File: src/rtl/cache_fill_fsm.sv
// cache_fill_fsm: fills one 16-byte (8-word) cache block after a miss.
// A miss latches the block base and a start word index, then the FILL
// state issues 8 word reads on consecutive cycles while writing each
// returned word into the data array. The 8th returned word also pulses
// write_tag_array, and the FSM returns to IDLE on the following edge.
//
// Optional feature macro: CACHE_FILL_CRITICAL_WORD_FIRST_EN
//   defined   -> start index = miss_address[3:1] (missed word first, wrapping)
//   undefined -> start index = 0 (block fetched in ascending order)
//
// Handshake: memory has no ready; mem_en=1 is a one-cycle read request
// for memory_address. memory_data_valid=1 marks one returned word in that
// cycle. Responses return in request order with at least one cycle of
// latency, and a response may share a cycle with a later request.

module cache_fill_fsm #(
  parameter int ADDR_WIDTH = 16
) (
  input  logic                  clk,
  input  logic                  rst,
  input  logic                  miss_detected,
  input  logic [ADDR_WIDTH-1:0] miss_address,
  input  logic                  memory_data_valid,
  input  logic [15:0]           memory_data,
  output logic                  fsm_busy,
  output logic                  mem_en,
  output logic [ADDR_WIDTH-1:0] memory_address,
  output logic                  write_data_array,
  output logic [ADDR_WIDTH-1:0] cache_wr_addr,
  output logic [15:0]           cache_data_out,
  output logic                  write_tag_array
);

  typedef enum logic {
    IDLE = 1'b0,
    FILL = 1'b1
  } state_t;

  state_t                  state;
  state_t                  state_next;
  logic [ADDR_WIDTH-5:0]   base_blk;   // block address bits above the 16-byte offset
  logic [2:0]              start_idx;  // first word index of the fill
  logic [3:0]              issue_cnt;  // requests issued, saturates at 8
  logic [3:0]              recv_cnt;   // words received, saturates at 8
  logic [2:0]              req_idx;
  logic [2:0]              wr_idx;
  logic [2:0]              miss_start;
  logic                    unused_offset;

  // Start word chosen at miss time; byte-offset bit 0 never matters.
`ifdef CACHE_FILL_CRITICAL_WORD_FIRST_EN
  assign miss_start = miss_address[3:1];
`else
  assign miss_start = 3'd0;
`endif
  assign unused_offset = ^miss_address[3:0];

  // Word indices wrap naturally in 3 bits.
  assign req_idx = start_idx + issue_cnt[2:0];
  assign wr_idx  = start_idx + recv_cnt[2:0];

  assign cache_data_out = memory_data;

  // Next state and all strobes/addresses; idle values assigned first.
  always_comb begin
    state_next       = state;
    fsm_busy         = 1'b0;
    mem_en           = 1'b0;
    memory_address   = '0;
    write_data_array = 1'b0;
    cache_wr_addr    = '0;
    write_tag_array  = 1'b0;
    case (state)
      IDLE: begin
        if (miss_detected) state_next = FILL;
      end
      FILL: begin
        fsm_busy = 1'b1;
        if (issue_cnt < 4'd8) begin
          mem_en         = 1'b1;
          memory_address = {base_blk, req_idx, 1'b0};
        end
        if (memory_data_valid && (recv_cnt < 4'd8)) begin
          write_data_array = 1'b1;
          cache_wr_addr    = {base_blk, wr_idx, 1'b0};
          if (recv_cnt == 4'd7) begin
            write_tag_array = 1'b1;
            state_next      = IDLE;
          end
        end
      end
      default: state_next = IDLE;
    endcase
  end

  // State register plus miss latch and the two saturating counters.
  always_ff @(posedge clk or posedge rst) begin
    if (rst) begin
      state     <= IDLE;
      base_blk  <= '0;
      start_idx <= '0;
      issue_cnt <= '0;
      recv_cnt  <= '0;
    end else begin
      state <= state_next;
      case (state)
        IDLE: begin
          if (miss_detected) begin
            base_blk  <= miss_address[ADDR_WIDTH-1:4];
            start_idx <= miss_start;
            issue_cnt <= '0;
            recv_cnt  <= '0;
          end
        end
        FILL: begin
          if (mem_en)           issue_cnt <= issue_cnt + 4'd1;
          if (write_data_array) recv_cnt  <= recv_cnt + 4'd1;
        end
        default: ;
      endcase
    end
  end

endmodule
File: config.mk
export PLATFORM = sky130hd
export DESIGN_NAME = cache_fill_fsm
export DESIGN_NICKNAME = d
export VERILOG_FILES = /design/src/rtl/cache_fill_fsm.sv
export SDC_FILE = /design/constraint.sdc
export NUM_CORES = 1
export LEC_CHECK = 0
export CAP_MARGIN = 20
export CORE_MARGIN = 5
export CORE_UTILIZATION = 31
export DETAILED_ROUTE_END_ITERATION = 10
export HOLD_SLACK_MARGIN = 0.05
export PLACE_DENSITY_LB_ADDON = 0.3
export SKIP_CTS_REPAIR_TIMING = 1
export SYNTH_ARGS = -nofsm -noshare
export SYNTH_HDL_FRONTEND = slang
export SYNTH_SLANG_ARGS = --single-unit
File: constraint.sdc
create_clock -name clk -period 1.14 [get_ports clk]
set_input_delay 0.228 -clock clk [delete_from_list [all_inputs] [get_ports clk]]
set_output_delay 0.228 -clock clk [all_outputs]
set_load 0.01 [all_outputs]
==> metrics.md <==
| Metric | Value |
|---|---|
| Initial Utilization | between 30% and 40% |
| Part of the power in registers | 27.1% |
| Worst Path Arrival | approximately 1400 ps |
| Drt drc | 0 |
| RSZ-0062 raised after global routing | true |
| Final worst slack | -462 ps |
| Clock-pin slew on the worst setup and hold paths | 70 ps |
| FILL cells | between 300 and 400 |
| P_leak | 0.00107 µW |
| Placed cell count | approximately 240 |
| Final Cycle Share | 141% |
| Syn. warnings | 0 |
| Diode count | 0 |
| Cells after Synth | ~140 |
| Endpoints failing setup | 53 |
| Antenna Violating Nets Remaining | 0 |
| FP Rows | 23 |
| Critical-path cell list | and3b_4 > buf_4 > and2_4 > clkbuf_2 |
| Top-Level Pins | 88 |
| CTS root buf | clkbuf_8 |
| Clk Latency, worst-skew pair | 250 ps |
| Power per cell area | 2460 nW/µm² |
| Worst hold slack | a little over 300 ps |
| Total die area | between 5000 and 6000 µm² |
| Gpl congestion | between 0.7 and 0.8 |
| First-pass GRT wire length | 5.21 mm |
| Core area | just under 4000 µm² |
| First-pass detailed-route iteration total | 4 |
| Status | complete, but fails checks |
| Worst Hold Class | input port to async pin |
| CTS tree | built |
| Initial antenna violation count | 0 |
| Final hold vios | 0 |
| Slowest CP cell | dfrtp_1 |
| Clk buf depth | 2 |
| H-tree levels | 1 |
| Layout cells sized above 1 | a little under three fifths |
| Layout area overhead | 68.3% |
| Kind of critical path | flip-flop to primary output |
| Layout Nets | 240 |
| Switch share | between 30% and 40% |
| CP Max Fanout | 5 |
| Cell Area, Synth | 1230 µm² |
| Max VDD drop | approximately 1.1 mV |
| CTS Buf Count | 3 |
| Min cycle time layout | around 1600 ps |
| Crit end category | primary output |
| Max-Cap Viols | 0 |
| Clock Skew | 0.944 ps |
| Via Count | 1073 |
| Drt wl/cell | 14.0 µm |
| GRT Util Overall | 12.6% |
| CP Data Required Time | ~900 ps |
| Routed vias/inst | approximately 4.3 |
| Synthesized area per cell | ~8.6 µm² |
| Setup WS pre-CTS | -828 ps |
| Yosys cell types | 24 |
| Worst path bufs/invs | 2 |
| Startpoint Class | flip-flop |
| Internal power | between 3000 and 4000 µW |
| IO Port Bufs | 49 |
| Achievable Freq | ~620 MHz |
| Post-route insts no fill | between 200 and 300 |
| Clock share of power | a little under a tenth |
| Logic gate share of total power | between 60% and 70% |
| P_sw | between 1500 and 2000 µW |
| Crit-path leading delay family | simple AND/OR/NAND/NOR gates |
| Grt ovf | 0 |
| Max-slew violation count | 0 |
| Post-synthesis sequential area ratio | 42.6% |
| CTS Sinks | 21 |
| Vias in the first global route | ~1.1k |
| Largest net degree at the start of global routing | 22 |
| Wirelength, routed | 3.52 mm |
| Die height | 73.1 µm |
| Delay of the slowest critical-path stage | around 380 ps |
| Drt initial violations | 27 |
| DP HPWL | approximately 2.5 mm |
| Flops & latches, synth | 21 |
| Violated checks | setup timing |
| Die width | between 70 and 80 µm |
-- path summary, 6_finish.rpt --
kind	from	endpoint	slack [ps]	depth (start not counted)
max in group asynchronous	rst	state	690	3
min reg2reg	base_blk[0]	base_blk[0]	510	2
max	recv_cnt[3]	cache_wr_addr[1]	-460	4
min	rst	issue_cnt[2]	310	3
min in group clk	miss_detected	state	440	4
max reg2reg	state	recv_cnt[3]	-150	5
-- Yosys cell counts --
cell      count  area (µm²)
a32o_1        1        10.0
and3b_4       1        12.5
nand3_1       1        5.00
dfrtp_1      21         526
buf_2         2        10.0
nand2_2       1        6.26
nand2_1      42         158
a21oi_1       1        5.00
and2_1       30         188
mux2i_1       2        20.0
conb_1        1        3.75
ha_1          2        25.0
inv_1         2        7.51
nand2b_1      1        6.26
nor2b_1       2        12.5
xnor2_1       1        8.76
and3_4        1        11.3
nand3b_1      1        7.51
o21ai_1       1        5.00
a31oi_1       1        6.26
buf_4        22         165
nor2_1        4        15.0
o21ai_0       2        10.0
buf_6         1        11.3
-- power by group through the flow --
stage | Combinational [µW] | Sequential, µW | Clock [µW]
4_1_cts | 2820 | 1350 | 498
2_1_floorplan | 1450 | 1340 | 0
3_5_place_dp | 2810 | 1360 | 0
6_report | 3250 | 1390 | 471
5_1_grt | 3540 | 1440 | 525
3_3_place_gp | 2730 | 1340 | 0
-- tightest hold or removal path, stage by stage --
cell	delay, ps
clkdlybuf4s50_1	410
inv_1	100
buf_12	170
-- per-stage QoR --
step	setup TNS [ps]	total power (µW)	instance area [µm²]	util, %
6_report	-13800	5110	2080	52.7
5_1_grt	-16830	5510	2080	52.7
4_1_cts	-27850	4660	1910	48.4
3_5_place_dp	-24500	4160	1860	47.3
3_3_place_gp	-24370	4060	1860	47.3
2_1_floorplan	-856	2790	1310	-
-- state kept, by name (all words and copies together), names as in the netlist --
| name | count |
|---|---|
| state | 1 |
| recv_cnt | 4 |
| base_blk | 12 |
| issue_cnt | 4 |
-- cell type report --
type	instances	area (µm²)	share of cell area (%)
inverters	2	7.51	0.361
flip-flops and latches	21	527	25.3
well taps	50	62.6	3.01
clock buffers	4	45.0	2.17
multi-input cells	97	649	31.2
repair buffers	77	787	37.9
-- cell families (layout without fill, tap and decap cells) --
family | after synthesis | after routing | synth area share, %
and+or+nand+nor | 84 | 84 | 34.1
DFF | 21 | 21 | 42.6
xor gates and xnor gates | 1 | 1 | 0.709
adders and majority gates | 2 | 2 | 2.03
AOI/OAI and AO/OA | 6 | 6 | 2.94
other | 1 | 2 | 0.304
muxes | 2 | 2 | 1.62
buffers and inverters | 27 | 83 | 15.7
-- cells in the final DEF, fill, tap and decap left out, types with 2 or more instances in the layout --
cell type,n
and2_4,29
buf_12,2
buf_4,15
buf_6,41
clkbuf_2,3
clkbuf_8,3
clkdlybuf4s50_1,14
conb_1,2
dfrtp_1,20
ha_1,2
inv_1,2
mux2i_1,2
nand2_1,31
nand2_2,12
nor2_1,4
o21ai_1,3
-- layer usage --
metal,track usage (%),share of wire (%)
met1,14.7,39
met2,21.1,52
met3,3.99,7.2
met4,5.33,2.4
met5,0,0
Power figures use the tool's default switching activity.
